File: src/rtl/mem_port_arbiter_pkg.sv
// Shared types for the fetch/data memory port arbiter.
// State and owner encodings plus the latency counter sizing.
package mem_port_arbiter_pkg;

   typedef enum logic {
      S_IDLE = 1'b0,
      S_WAIT = 1'b1
   } arb_state_e;

   typedef enum logic {
      OWN_IF = 1'b0,
      OWN_DM = 1'b1
   } arb_owner_e;

   localparam int unsigned MEM_LAT_DEF = 1;
   localparam int unsigned LAT_W_DEF   = $clog2(MEM_LAT_DEF + 1);

   // lat_cnt must hold MEM_LAT itself, hence the +1.
   function automatic int unsigned lat_cnt_w(input int unsigned lat);
      return $clog2(lat + 1);
   endfunction

endpackage

File: src/rtl/mem_port_arbiter_if.sv
// Requester and memory-side bus of the shared memory port.
// slave is the arbiter's view, master the core/memory view.
interface mem_port_arbiter_if #(
   parameter int unsigned ADDR_W = 32,
   parameter int unsigned DATA_W = 32
) ();

   localparam int unsigned BE_W = DATA_W / 8;

   logic              if_req;
   logic [ADDR_W-1:0] if_addr;
   logic              if_kill;
   logic [DATA_W-1:0] if_rdata;
   logic              if_valid;

   logic              dm_req;
   logic [ADDR_W-1:0] dm_addr;
   logic [BE_W-1:0]   dm_w_en;
   logic [DATA_W-1:0] dm_wdata;
   logic [DATA_W-1:0] dm_rdata;
   logic              dm_valid;

   logic              mem_cs;
   logic [ADDR_W-1:0] mem_addr;
   logic [BE_W-1:0]   mem_w_en;
   logic [DATA_W-1:0] mem_wdata;
   logic [DATA_W-1:0] mem_rdata;

   logic              stall;

   modport slave (
      input  if_req,
      input  if_addr,
      input  if_kill,
      output if_rdata,
      output if_valid,
      input  dm_req,
      input  dm_addr,
      input  dm_w_en,
      input  dm_wdata,
      output dm_rdata,
      output dm_valid,
      output mem_cs,
      output mem_addr,
      output mem_w_en,
      output mem_wdata,
      input  mem_rdata,
      output stall
   );

   modport master (
      output if_req,
      output if_addr,
      output if_kill,
      input  if_rdata,
      input  if_valid,
      output dm_req,
      output dm_addr,
      output dm_w_en,
      output dm_wdata,
      input  dm_rdata,
      input  dm_valid,
      input  mem_cs,
      input  mem_addr,
      input  mem_w_en,
      input  mem_wdata,
      output mem_rdata,
      input  stall
   );

endinterface

File: src/rtl/mem_port_arbiter_starve.sv
// Saturating count of data grants taken while fetch is waiting.
// sat tells the arbiter to hand the next slot to fetch.
module arb_starve_counter
   import mem_port_arbiter_pkg::*;
#(
   parameter int unsigned STARVE_MAX = 4
) (
   input  logic clk,
   input  logic rst,
   input  logic inc,
   input  logic clr,
   output logic sat
);

   localparam int unsigned CNT_W = $clog2(STARVE_MAX + 1);

   logic [CNT_W-1:0] cnt_q;
   logic [CNT_W-1:0] cnt_d;

   assign sat = (cnt_q == CNT_W'(STARVE_MAX));

   always_comb begin
      cnt_d = cnt_q;
      if (clr) begin
         cnt_d = '0;
      end else if (inc && !sat) begin
         cnt_d = cnt_q + CNT_W'(1);
      end
   end

   always_ff @(posedge clk or posedge rst) begin
      if (rst) begin
         cnt_q <= '0;
      end else begin
         cnt_q <= cnt_d;
      end
   end

endmodule

File: src/rtl/mem_port_arbiter.sv
// Fetch/data arbiter for the single-port synchronous memory.
// Data has priority; fetch wins once STARVE_MAX data grants pass it.
module mem_port_arbiter
   import mem_port_arbiter_pkg::*;
#(
   parameter int unsigned ADDR_W     = 32,
   parameter int unsigned DATA_W     = 32,
   parameter int unsigned MEM_LAT    = 1,
   parameter int unsigned STARVE_MAX = 4
) (
   input logic               clk,
   input logic               rst,
   mem_port_arbiter_if.slave bus
);

   localparam int unsigned BE_W  = DATA_W / 8;
   localparam int unsigned LAT_W = lat_cnt_w(MEM_LAT);

   arb_state_e       state_q;
   arb_state_e       state_d;
   arb_owner_e       owner_q;
   arb_owner_e       owner_d;
   logic [LAT_W-1:0] lat_q;
   logic [LAT_W-1:0] lat_d;
   logic             killed_q;
   logic             killed_d;

   logic if_elig;
   logic grant_if;
   logic grant_dm;
   logic st_inc;
   logic st_clr;
   logic st_sat;

   logic              cs;
   logic [ADDR_W-1:0] addr;
   logic [BE_W-1:0]   wen;
   logic [DATA_W-1:0] wdata;
   logic              if_v;
   logic              dm_v;
   logic [DATA_W-1:0] if_rd;
   logic [DATA_W-1:0] dm_rd;

   arb_starve_counter #(
      .STARVE_MAX(STARVE_MAX)
   ) u_starve (
      .clk(clk),
      .rst(rst),
      .inc(st_inc),
      .clr(st_clr),
      .sat(st_sat)
   );

   assign if_elig = bus.if_req & ~bus.if_kill;

   always_comb begin
      state_d  = state_q;
      owner_d  = owner_q;
      lat_d    = lat_q;
      killed_d = killed_q;
      grant_if = 1'b0;
      grant_dm = 1'b0;
      st_inc   = 1'b0;
      st_clr   = 1'b0;
      cs       = 1'b0;
      addr     = '0;
      wen      = '0;
      wdata    = '0;
      if_v     = 1'b0;
      dm_v     = 1'b0;
      if_rd    = '0;
      dm_rd    = '0;
      case (state_q)
         S_IDLE: begin
            grant_dm = bus.dm_req & ~(if_elig & st_sat);
            grant_if = if_elig & ~grant_dm;
            st_inc   = grant_dm & bus.if_req;
            st_clr   = grant_if | ~bus.if_req;
            unique case (1'b1)
               grant_dm: begin
                  cs      = 1'b1;
                  addr    = bus.dm_addr;
                  wen     = bus.dm_w_en;
                  wdata   = bus.dm_wdata;
                  owner_d = OWN_DM;
               end
               grant_if: begin
                  cs      = 1'b1;
                  addr    = bus.if_addr;
                  owner_d = OWN_IF;
               end
               default: ;
            endcase
            if (cs) begin
               state_d  = S_WAIT;
               lat_d    = LAT_W'(MEM_LAT);
               killed_d = 1'b0;
            end
         end
         S_WAIT: begin
            lat_d = lat_q - LAT_W'(1);
            if (owner_q == OWN_IF && bus.if_kill) begin
               killed_d = 1'b1;
            end
            // Completion; a kill landing this cycle still drops if_valid.
            if (lat_q == LAT_W'(1)) begin
               state_d  = S_IDLE;
               killed_d = 1'b0;
               if (owner_q == OWN_DM) begin
                  dm_v  = 1'b1;
                  dm_rd = bus.mem_rdata;
               end else if (!killed_q && !bus.if_kill) begin
                  if_v  = 1'b1;
                  if_rd = bus.mem_rdata;
               end
            end
         end
         default: state_d = S_IDLE;
      endcase
   end

   always_ff @(posedge clk or posedge rst) begin
      if (rst) begin
         state_q  <= S_IDLE;
         owner_q  <= OWN_IF;
         lat_q    <= '0;
         killed_q <= 1'b0;
      end else begin
         state_q  <= state_d;
         owner_q  <= owner_d;
         lat_q    <= lat_d;
         killed_q <= killed_d;
      end
   end

   // Outputs are forced low for the whole time reset is held.
   assign bus.mem_cs    = ~rst & cs;
   assign bus.mem_addr  = rst ? '0 : addr;
   assign bus.mem_w_en  = rst ? '0 : wen;
   assign bus.mem_wdata = rst ? '0 : wdata;
   assign bus.if_valid  = ~rst & if_v;
   assign bus.dm_valid  = ~rst & dm_v;
   assign bus.if_rdata  = rst ? '0 : if_rd;
   assign bus.dm_rdata  = rst ? '0 : dm_rd;

   assign bus.stall = ~rst & ((bus.if_req & ~if_v & ~bus.if_kill) |
                              (bus.dm_req & ~dm_v));

endmodule

File: src/flat_wrapper.sv
// flat-port wrapper written by rule: the top's interface ports become plain ports
module mem_port_arbiter_flat import mem_port_arbiter_pkg::*;
#(
   parameter int unsigned ADDR_W     = 32,
   parameter int unsigned DATA_W     = 32,
   parameter int unsigned MEM_LAT    = 1,
   parameter int unsigned STARVE_MAX = 4
)
  (clk, rst, bus_if_req, bus_if_addr, bus_if_kill, bus_if_rdata, bus_if_valid, bus_dm_req, bus_dm_addr, bus_dm_w_en, bus_dm_wdata, bus_dm_rdata, bus_dm_valid, bus_mem_cs, bus_mem_addr, bus_mem_w_en, bus_mem_wdata, bus_mem_rdata, bus_stall);
  mem_port_arbiter_if #(.ADDR_W(ADDR_W), .DATA_W(DATA_W)) bus_i ();
  input logic clk;
  input logic rst;
  input wire logic [$bits(bus_i.if_req)-1:0] bus_if_req;
  input wire logic [$bits(bus_i.if_addr)-1:0] bus_if_addr;
  input wire logic [$bits(bus_i.if_kill)-1:0] bus_if_kill;
  output wire logic [$bits(bus_i.if_rdata)-1:0] bus_if_rdata;
  output wire logic [$bits(bus_i.if_valid)-1:0] bus_if_valid;
  input wire logic [$bits(bus_i.dm_req)-1:0] bus_dm_req;
  input wire logic [$bits(bus_i.dm_addr)-1:0] bus_dm_addr;
  input wire logic [$bits(bus_i.dm_w_en)-1:0] bus_dm_w_en;
  input wire logic [$bits(bus_i.dm_wdata)-1:0] bus_dm_wdata;
  output wire logic [$bits(bus_i.dm_rdata)-1:0] bus_dm_rdata;
  output wire logic [$bits(bus_i.dm_valid)-1:0] bus_dm_valid;
  output wire logic [$bits(bus_i.mem_cs)-1:0] bus_mem_cs;
  output wire logic [$bits(bus_i.mem_addr)-1:0] bus_mem_addr;
  output wire logic [$bits(bus_i.mem_w_en)-1:0] bus_mem_w_en;
  output wire logic [$bits(bus_i.mem_wdata)-1:0] bus_mem_wdata;
  input wire logic [$bits(bus_i.mem_rdata)-1:0] bus_mem_rdata;
  output wire logic [$bits(bus_i.stall)-1:0] bus_stall;
  assign bus_i.if_req = bus_if_req;
  assign bus_i.if_addr = bus_if_addr;
  assign bus_i.if_kill = bus_if_kill;
  assign bus_if_rdata = bus_i.if_rdata;
  assign bus_if_valid = bus_i.if_valid;
  assign bus_i.dm_req = bus_dm_req;
  assign bus_i.dm_addr = bus_dm_addr;
  assign bus_i.dm_w_en = bus_dm_w_en;
  assign bus_i.dm_wdata = bus_dm_wdata;
  assign bus_dm_rdata = bus_i.dm_rdata;
  assign bus_dm_valid = bus_i.dm_valid;
  assign bus_mem_cs = bus_i.mem_cs;
  assign bus_mem_addr = bus_i.mem_addr;
  assign bus_mem_w_en = bus_i.mem_w_en;
  assign bus_mem_wdata = bus_i.mem_wdata;
  assign bus_i.mem_rdata = bus_mem_rdata;
  assign bus_stall = bus_i.stall;
  mem_port_arbiter #(.ADDR_W(ADDR_W), .DATA_W(DATA_W), .MEM_LAT(MEM_LAT), .STARVE_MAX(STARVE_MAX)) u_core (.clk(clk), .rst(rst), .bus(bus_i));
endmodule
File: config.mk
export PLATFORM = sky130hd
export DESIGN_NAME = mem_port_arbiter_flat
export DESIGN_NICKNAME = d
export VERILOG_FILES = /design/src/rtl/mem_port_arbiter_pkg.sv /design/src/rtl/mem_port_arbiter_if.sv /design/src/rtl/mem_port_arbiter_starve.sv /design/src/rtl/mem_port_arbiter.sv /design/src/flat_wrapper.sv
export SDC_FILE = /design/constraint.sdc
export NUM_CORES = 1
export LEC_CHECK = 0
export BUFFER_PORTS_ARGS = -buffer_cell sky130_fd_sc_hd__buf_4
export CAP_MARGIN = 30
export CORE_AREA = 2 2 105 107
export DETAILED_ROUTE_END_ITERATION = 8
export DIE_AREA = 0 0 107 109
export GPL_ROUTABILITY_DRIVEN = 0
export SLEW_MARGIN = 5
export SYNTH_ARGS = -nofsm -noshare
export SYNTH_HDL_FRONTEND = slang
export SYNTH_SLANG_ARGS = --single-unit
File: constraint.sdc
create_clock -name clk -period 4.1 [get_ports clk]
set_input_delay 0.82 -clock clk [delete_from_list [all_inputs] [get_ports clk]]
set_output_delay 0.82 -clock clk [all_outputs]
set_load 0.02 [all_outputs]
Word level (Yosys, flattened, before mapping)
Cells that the tools add are included.
Cells by class
  bitwise gates (word level): 23
  multiplexer cells: 42
  add/subtract/negate cells: 2
  reductions and logical operators: 11
  eq/ne operators: 3
Operators by type and width (count)
  $mux 32: 14
  $pmux 32 s2: 1
  $mux 1: 18
  $and 1x1->1: 12
  $mux 4: 3
  $not 1->1: 9
  $pmux 1 s2: 4
  $mux 3: 2
  $reduce_and 2->1: 2
  $reduce_bool 2->1: 2
  $add 3x1->3 const B: 1
  $eq 3x3->1 const B: 1
  $logic_and 1x1->1: 3
  $logic_not 1->1: 3
  $ne 3x3->1 const B: 1
  $ne 2x1->1 const B: 1
  $or 1x1->1: 2
  $reduce_or 2->1: 1
  $sub 1x1->1 const B: 1
Storage, ports and cells
  word-level logic and storage cells: 86
  bits in registers: 7
  output and inout bits: 136

Depth between registers and ports, before layout
Gate-level depths: netlist of run 1.
  depth in word-level cells: 12
  depth in mapped cells: 6
  depth with buffers taken out: 5

Modules after synthesis
A second synthesis of run 1 with hierarchy kept.
Second synthesis, totals
  cell total of the unflattened synthesis: 201
  area, all modules: 1486.4 um2
Modules (own cells, without submodules)
  mem_port_arbiter: area an instance 1290.0 um2, cells each 182, times used 1
  arb_starve_counter: area an instance 196.4 um2, cells each 19, times used 1

Worst setup path before layout of run 1
No wires, ideal clock.
  kind: input-to-output
  start: input bus_dm_req
  end: output bus_mem_addr[10]
  slack: 1455 ps
  arrival: 1825 ps
  cell stages on the path: 5
  cells stage by stage: buf_2 -> a21bo_2 -> nand2_1 -> buf_2 -> o22ai_1
On the way
  longest elaborated chain between the ends: 6
RTL lines
  from (decl): RTL line flat_wrapper.sv:18  | input wire logic [$bits(bus_i.dm_req)-1:0] bus_dm_req;
  $and 1x1->1 (*): RTL line mem_port_arbiter.sv:75  | grant_dm = bus.dm_req & ~(if_elig & st_sat);
  $not 1->1: RTL line mem_port_arbiter.sv:76  | grant_if = if_elig & ~grant_dm;
  $and 1x1->1: RTL line mem_port_arbiter.sv:76
  $pmux 32 s2 (*): RTL line mem_port_arbiter.sv:79  | unique case (1'b1)
  $mux 32 (*): RTL line mem_port_arbiter.sv:73  | case (state_q)
  $mux 32 (*): RTL line mem_port_arbiter.sv:138  | assign bus.mem_addr = rst ? '0 : addr;
  to (decl): RTL line flat_wrapper.sv:25  | output wire logic [$bits(bus_i.mem_addr)-1:0] bus_mem_addr;
Every way passes the cells marked *; elsewhere a longest branch is shown, timed or not.

Worst setup path after layout of run 1
  start: input bus_if_kill
  end: output bus_mem_wdata[30]
On the way
  longest elaborated chain between the ends: 8
RTL lines
  from (decl): RTL line flat_wrapper.sv:15  | input wire logic [$bits(bus_i.if_kill)-1:0] bus_if_kill;
  $not 1->1: RTL line mem_port_arbiter.sv:54  | assign if_elig = bus.if_req & ~bus.if_kill;
  $and 1x1->1: RTL line mem_port_arbiter.sv:54
  $and 1x1->1: RTL line mem_port_arbiter.sv:75
  $not 1->1: RTL line mem_port_arbiter.sv:75
  $and 1x1->1: RTL line mem_port_arbiter.sv:75
  $mux 32: RTL line mem_port_arbiter.sv:79
  $mux 32: RTL line mem_port_arbiter.sv:73
  $mux 32: RTL line mem_port_arbiter.sv:140  | assign bus.mem_wdata = rst ? '0 : wdata;
  to (decl): RTL line flat_wrapper.sv:27  | output wire logic [$bits(bus_i.mem_wdata)-1:0] bus_mem_wdata;
No other way between the ends.

==> results of run 1 <==
## cell type report
class / instances / area, sq um
clock buffer: 4 / 45.04
multi-input combinational: 234 / 1355
tap: 140 / 175.2
timing repair buffer: 277 / 2092
inverter: 4 / 15.01
sequential: 7 / 175.2
fill: 1081 / 6745
## cell usage in the layout, fill, tap and decap left out
| cell type | netlist | layout |
|---|---|---|
| o21ai_2 | 0 | 1 |
| o221a_1 | 1 | 1 |
| and2b_1 | 1 | 1 |
| o21a_1 | 1 | 1 |
| ha_1 | 2 | 2 |
| nand2_1 | 67 | 67 |
| a31oi_1 | 2 | 2 |
| nand3b_1 | 1 | 1 |
| a21boi_1 | 1 | 1 |
| a21bo_2 | 1 | 1 |
| inv_1 | 4 | 4 |
| nand4b_1 | 2 | 2 |
| o21bai_1 | 1 | 1 |
| nor2_1 | 3 | 2 |
| nor3_1 | 1 | 1 |
| and2_1 | 64 | 64 |
| nor4_4 | 1 | 1 |
| mux2i_1 | 1 | 1 |
| nor2b_1 | 1 | 1 |
| dfrtp_1 | 7 | 7 |
| nand2b_1 | 1 | 1 |
| buf_12 | 0 | 1 |
| clkbuf_1 | 9 | 1 |
| nand4_1 | 2 | 2 |
| nand3_1 | 3 | 3 |
| nor2_4 | 0 | 1 |
| buf_4 | 0 | 276 |
| o21a_2 | 1 | 1 |
| and3_1 | 36 | 36 |
| a2bb2oi_1 | 1 | 1 |
| nand2b_4 | 1 | 1 |
| o21ai_1 | 3 | 2 |
| clkbuf_8 | 0 | 3 |
| a21oi_1 | 2 | 2 |
| o2bb2ai_1 | 1 | 1 |
| o22ai_1 | 32 | 32 |
## cells in the mapped netlist, drive strengths merged
master    n
a21bo     1
a21boi    1
a21oi     2
a2bb2oi   1
a31oi     2
and2     64
and2b     1
and3     36
buf      19
clkbuf    9
dfrtp     7
ha        2
inv       4
mux2i     1
nand2    67
nand2b    2
nand3     3
nand3b    1
nand4     2
nand4b    2
nor2      3
nor2b     1
nor3      1
nor4      1
o21a      2
o21ai     3
o21bai    1
o221a     1
o22ai    32
o2bb2ai   1
## sequential cells by signal, summed over array words and instances (netlist names)
name                   cells
u_core.killed_q            1
u_core.u_starve.cnt_q      3
u_core.lat_q               1
u_core.state_q             1
u_core.owner_q             1
## power groups by stage
stage | logic, uW | clock network, uW | registers, uW
after floorplan | 533 | 0 | 125
after global placement | 893 | 0 | 146
after detailed placement | 902 | 0 | 146
after CTS | 903 | 104 | 146
after global routing | 974 | 109 | 153
final | 895 | 99.7 | 145
## per-stage QoR
stage | setup slack (ns) | hold WS, ns | power, uW | utilization | cells
6_report | 1.315 | 0.5559 | 1140 | 0.3638 | 666
5_1_grt | 1.214 | 0.5853 | 1235 | 0.3638 | 666
4_1_cts | 1.329 | 0.5618 | 1153 | 0.3638 | 666
3_5_place_dp | 1.334 | 0.5569 | 1048 | 0.3596 | 662
3_3_place_gp | 1.350 | 0.5348 | 1039 | 0.3596 | 662
2_1_floorplan | 1.455 | 0.5182 | 658.1 | - | 273
## path summary, 6_finish.rpt
kind | from | endpoint | slack, ns | cells past startpoint
hold / removal | rst | u_core.u_starve.cnt_q[2] | 0.56 | 2
hold reg to reg | u_core.u_starve.cnt_q[1] | u_core.u_starve.cnt_q[1] | 0.56 | 2
max in group asynchronous | rst | u_core.owner_q | 3.32 | 2
setup / recovery | bus_if_kill | bus_mem_wdata[30] | 1.32 | 5
min in group clk | u_core.u_starve.cnt_q[1] | u_core.u_starve.cnt_q[1] | 0.56 | 2
setup reg to reg | u_core.u_starve.cnt_q[0] | u_core.owner_q | 2.60 | 6
## worst max-delay path, cell delays in order
cell,delay [ns]
buf_4,0.13
nand2b_4,0.15
o21a_2,0.44
and3_1,0.26
buf_4,0.15
## cell families after synthesis
family          Yosys count
fa+ha+maj                 2
mux                       1
compound gates           47
buf+inv                  32
flops                     7
simple gates            184
## metal layers
| metal | up-vias | track usage | part of all wire |
|---|---|---|---|
| li1 | 1435 | - | - |
| met1 | 1260 | 0.1435 | 0.38 |
| met2 | 164 | 0.2420 | 0.52 |
| met3 | 6 | 0.02750 | 0.10 |
| met4 | 0 | 0.02783 | 0.0074 |
| met5 | - | 0 | 0 |
==> qor.csv, run 1 <==
stage;metric;value;unit
grt;GRT overflow;0;
synthesis;Avg Synthesized Cell Area;6.091;sq um
drt;drt drc;0;
hold_path;HP Class;in2async;
layout;Layout area overhead;132.0;%
sta;setup_tns;0;ns
grt;initial antenna violation count;0;
sta;max frequency;359.1;MHz
clock_network;Post-CTS Setup Inserts;0;
synthesis;count of cell types in the netlist;32;
synthesis;synthesized-area fraction occupied by adder cells;0.01505;
floorplan;core region area;0.01060;sq mm
drt;via count;2865;
synthesis;synthesized cell area;0.001663;sq mm
run_status;status;finished, final reports clean;
sta;final hold vios;0;
synthesis;top cell type's share of synthesized area;0.2408;
layout;Final nets;666;
critical_path;Worst Path Required;3.28;ns
clock_network;# resized after CTS;0;
layout;final instance area;0.003857;sq mm
synthesis;synth warn;0;
sta;Max transition margin;0.6670;
sta;min cycle time layout;2.785;ns
synthesis;Synth Area in Compound Gates;0.1851;
placed_design;port bufs;272;
clock_network;cts bufs inserted;3;
sta;RSZ-0062 raised after global routing;no;
grt;first-pass GRT wire length;12230;um
floorplan;chip width;107;um
critical_path;CP Data Arrival Time;1.96;ns
power;PD cells;295.5;mW/mm^2
synthesis;Yosys top cell by area;and2_1;
power;Clock power frac;0.088;
sta;Worst-Margin Slew;0.4996;ns
placed_design;Placed Area;0.003812;sq mm
synthesis;XOR/XNOR Fraction of Synth Area;0;
clock_network;clock sink count;7;
job;max_cap viols;0;
synthesis;post-synthesis cell count;273;
floorplan;Initial Util;0.1568;
power;sequential power share;0.127;
clock_network;Clock Latency Late Sink;0.23;ns
layout;antenna cells;0;
placed_design;hpwl dp;6802;um
clock_network;Clock transition at path regs;0.04;ns
synthesis;#FFs+latches synth;7;
floorplan;Die ar.;0.01166;sq mm
critical_path;kind of critical path;in2out;
sta;skew final;0.003469;ns
drt;wire per inst;12.57;um
floorplan;Site Rows;38;
grt;total track usage;0.1266;
synthesis;top cells by area, synth;and2_1, nand2_1, and3_1, o22ai_1, dfrtp_1;
floorplan;Die H;109;um
power;maximum vdd ir drop;122.7;uV
clock_network;CTS Hold Bufs;0;
synthesis;post-synthesis sequential area ratio;0.1053;
clock_network;root buffer cell;clkbuf_8;
power;P_leak;0.002149;uW
sta;Slew Limit Fails;0;
power;Comb power frac;0.785;
sta;Final Setup Violations;0;
drt;Iter 0 DRT Violations;92;
power;Sw Pwr;571.4;uW
critical_path;Worst setup EP type;output port;
clock_network;TritonCTS clock tree;yes;
synthesis;post-synthesis mux area share;0.006020;
clock_network;htree depth;1;
sta;Final Cycle Share;0.6792;
critical_path;nature of the critical path startpoint;primary input;
critical_path;crit path max fanout;36;
floorplan;boundary pin count;273;
drt;Vias/cell;4.302;
synthesis;Synthesized Nets;412;
clock_network;CTS max path bufs;2;
drt;TritonRoute pass-1 iters;4;
grt;vias in the first global route;2560;
synthesis;main combinational cell family by area after synthesis;simple AND/OR/NAND/NOR gates;
grt;largest net degree at the start of global routing;102;
drt;Routed Antenna Nets;0;
power;Int Power;568.5;uW
power;Net Sw Frac;0.5013;
drt;WL final;8369;um
synthesis;simple-gate area share of the yosys netlist;0.6020;
layout;share of cells above drive strength 1;0.5437;
No activity file was read; power rests on OpenSTA's default activity.
==> run 2: changes to the inputs <==
clock period = 2.7 ns   (was 4.1 ns; I/O delays follow)
==> run 2 against run 1 <==
Routed wire length is 1.4% higher. Largest cell class unchanged. Final cell count is 0.75% higher. Hold slack worse by 0.28 ns. Sequential power is 53% higher. Critical endpoint is now bus_mem_wdata[18]. Clock skew is 0.0017 ns lower. Clock power is 52% higher. First-iteration DRC count is 20% higher. Utilization is 0.47 points higher.
==> qor.csv, run 2 (same netlist as run 1, synthesis figures left out) <==
stage;metric;value;unit;change
job;max_cap viols;0;;unchanged
sta;Slew Limit Fails;0;;unchanged
power;sequential power share;0.125;;was 0.127
sta;skew final;0.001788;ns;was 0.003469 ns
power;Net Sw Frac;0.4955;;was 0.5013
layout;max reg flops;3;;unchanged
floorplan;Site Rows;38;;unchanged
layout;share of cells above drive strength 1;0.5480;;was 0.5437
critical_path;nature of the critical path startpoint;flop;;was primary input
critical_path;slowest stage cell, crit path;dfrtp_1;;was o21a_2
critical_path;crit path max fanout;25;;was 36
drt;wl on met1;3247;um;was 3139 um
power;Int Power;899.7;uW;was 568.5 uW
clock_network;Clock transition at path regs;0.04;ns;about the same
layout;Layout area overhead;135.0;%;was 132.0%
grt;vias in the first global route;2550;;was 2560
placed_design;port bufs;272;;unchanged
drt;top layer used by detailed routing;met4;;unchanged
sta;RSZ-0062 raised after global routing;no;;unchanged
placed_design;pre-CTS WS;0.4343;ns;was 1.334 ns
sta;max frequency;408.9;MHz;
critical_path;slowest cell delay on critical path;0.53;ns;was 0.44 ns
sta;final hold vios;0;;unchanged
hold_path;HP Class;in2async;;unchanged
critical_path;kind of critical path;reg2out;;was in2out
power;Tot Pwr;1783;uW;was 1140 uW
drt;WL final;8487;um;was 8369 um
sta;Final Setup Violations;0;;unchanged
critical_path;CP Data Arrival Time;1.91;ns;was 1.96 ns
drt;Routed Antenna Nets;0;;unchanged
clock_network;CTS max path bufs;2;;unchanged
grt;GRT overflow;0;;unchanged
drt;Met2 Routed Length;4300;um;was 4330 um
power;P_leak;0.002178;uW;was 0.002149 uW
drt;TritonRoute pass-1 iters;4;;unchanged
layout;antenna cells;0;;unchanged
power;PD cells;456.4;mW/mm^2;was 295.5 mW/mm^2
sta;Worst-Margin Slew;0.4925;ns;was 0.4996 ns
power;maximum vdd ir drop;181.4;uV;was 122.7 uV
floorplan;core region area;0.01060;sq mm;unchanged
floorplan;boundary pin count;273;;unchanged
drt;met3 wire length;848;um;was 836 um
power;Comb power frac;0.790;;was 0.785
layout;Final nets;671;;was 666
drt;via count;2863;;was 2865
layout;most frequent cells in the layout;buf_4, nand2_1, and2_1, and3_1, o22ai_1;;unchanged
grt;first-pass GRT wire length;12250;um;was 12230 um
floorplan;chip width;107;um;unchanged
clock_network;htree depth;1;;unchanged
clock_network;Clock Latency Late Sink;0.23;ns;about the same
drt;Iter 0 DRT Violations;110;;was 92
sta;setup ws final;0.2543;ns;was 1.315 ns
sta;Max transition margin;0.6709;;was 0.6670
power;Clock power frac;0.085;;was 0.088
grt;largest net degree at the start of global routing;37;;was 102
clock_network;CTS Hold Bufs;0;;unchanged
critical_path;Worst Path Required;2.16;ns;was 3.28 ns
sta;worst hold slack;0.2780;ns;was 0.5559 ns
drt;Vias/cell;4.267;;was 4.302
layout;commonest non-fill, non-tap cell in the layout;buf_4;;unchanged
sta;Final Cycle Share;0.9058;;
power;Sw Pwr;883.6;uW;was 571.4 uW
run_status;status;finished, final reports clean;;unchanged
clock_network;TritonCTS clock tree;yes;;unchanged
critical_path;Worst setup EP type;output port;;unchanged
placed_design;hpwl dp;6971;um;was 6802 um
grt;total track usage;0.1272;;was 0.1266
sta;min cycle time layout;2.446;ns;
clock_network;Post-CTS Setup Inserts;0;;unchanged
floorplan;Initial Util;0.1568;;unchanged
layout;Biggest register;u_core.u_starve.cnt_q;;unchanged
floorplan;Die ar.;0.01166;sq mm;unchanged
clock_network;cts bufs inserted;3;;unchanged
sta;setup_tns;0;ns;unchanged
clock_network;# resized after CTS;0;;unchanged
grt;initial antenna violation count;0;;unchanged
clock_network;root buffer cell;clkbuf_8;;unchanged
clock_network;clock sink count;7;;unchanged
drt;drt drc;0;;unchanged
floorplan;Die H;109;um;unchanged
layout;Layout fillers;1084;;was 1081
critical_path;crit-path most repeated cell;buf_4;;unchanged
drt;wire per inst;12.65;um;was 12.57 um
critical_path;worst path cell trace;nor2_4 > buf_4 > and3_1 > buf_4;;was buf_4 > nand2b_4 > o21a_2 > and3_1 > buf_4
==> run 2: power groups by stage <==
stage               Clock [uW]  Combinational [uW]  Sequential [uW]
detailed placement           0                1410              223
global placement             0                1400              221
finish                     152                1410              222
floorplan                    0                 809              190
global route               162                1520              233
CTS                        156                1420              222
==> run 2: worst max-delay path, delay by kind of cell (launching register included) <==
family | cells | cell delay (ns)
flops | 1 | 0.53
simple gates | 2 | 0.68
buf+inv | 2 | 0.46
==> run 2: layer usage <==
layer,GRT usage,vias to the layer above
met5,0,-
met1,0.1479,1243
met4,0.03525,0
met3,0.02391,7
li1,-,1444
met2,0.2375,169
==> run 2: final timing paths <==
check                      cells after the start  slack [ns]                       end                startpoint
setup / recovery                               4        0.25         bus_mem_wdata[18]            u_core.state_q
hold / removal                                 2        0.28  u_core.u_starve.cnt_q[2]                       rst
setup reg to reg                               6        1.18            u_core.owner_q  u_core.u_starve.cnt_q[0]
hold reg to reg                                2        0.58  u_core.u_starve.cnt_q[1]  u_core.u_starve.cnt_q[1]
max in group asynchronous                      2        2.20              u_core.lat_q                       rst
min in group clk                               2        0.58  u_core.u_starve.cnt_q[1]  u_core.u_starve.cnt_q[1]
==> run 2: stage by stage <==
step | std cells | utilization | instance area (sq um)
after floorplan | 273 | - | 1663
after global placement | 667 | 0.3643 | 3862
after detailed placement | 667 | 0.3643 | 3862
after CTS | 671 | 0.3685 | 3908
after global routing | 671 | 0.3685 | 3908
final | 671 | 0.3685 | 3908
==> run 2: area by class of cell <==
| cell class | instances | area (sq um) | share of cell area |
|---|---|---|---|
| timing repair buffer | 282 | 2142 | 0.5482 |
| multi-input combinational | 234 | 1355 | 0.3468 |
| sequential | 7 | 175.2 | 0.04483 |
| tap | 140 | 175.2 | 0.04483 |
| clock buffer | 4 | 45.04 | 0.01153 |
| inverter | 4 | 15.01 | 0.003842 |
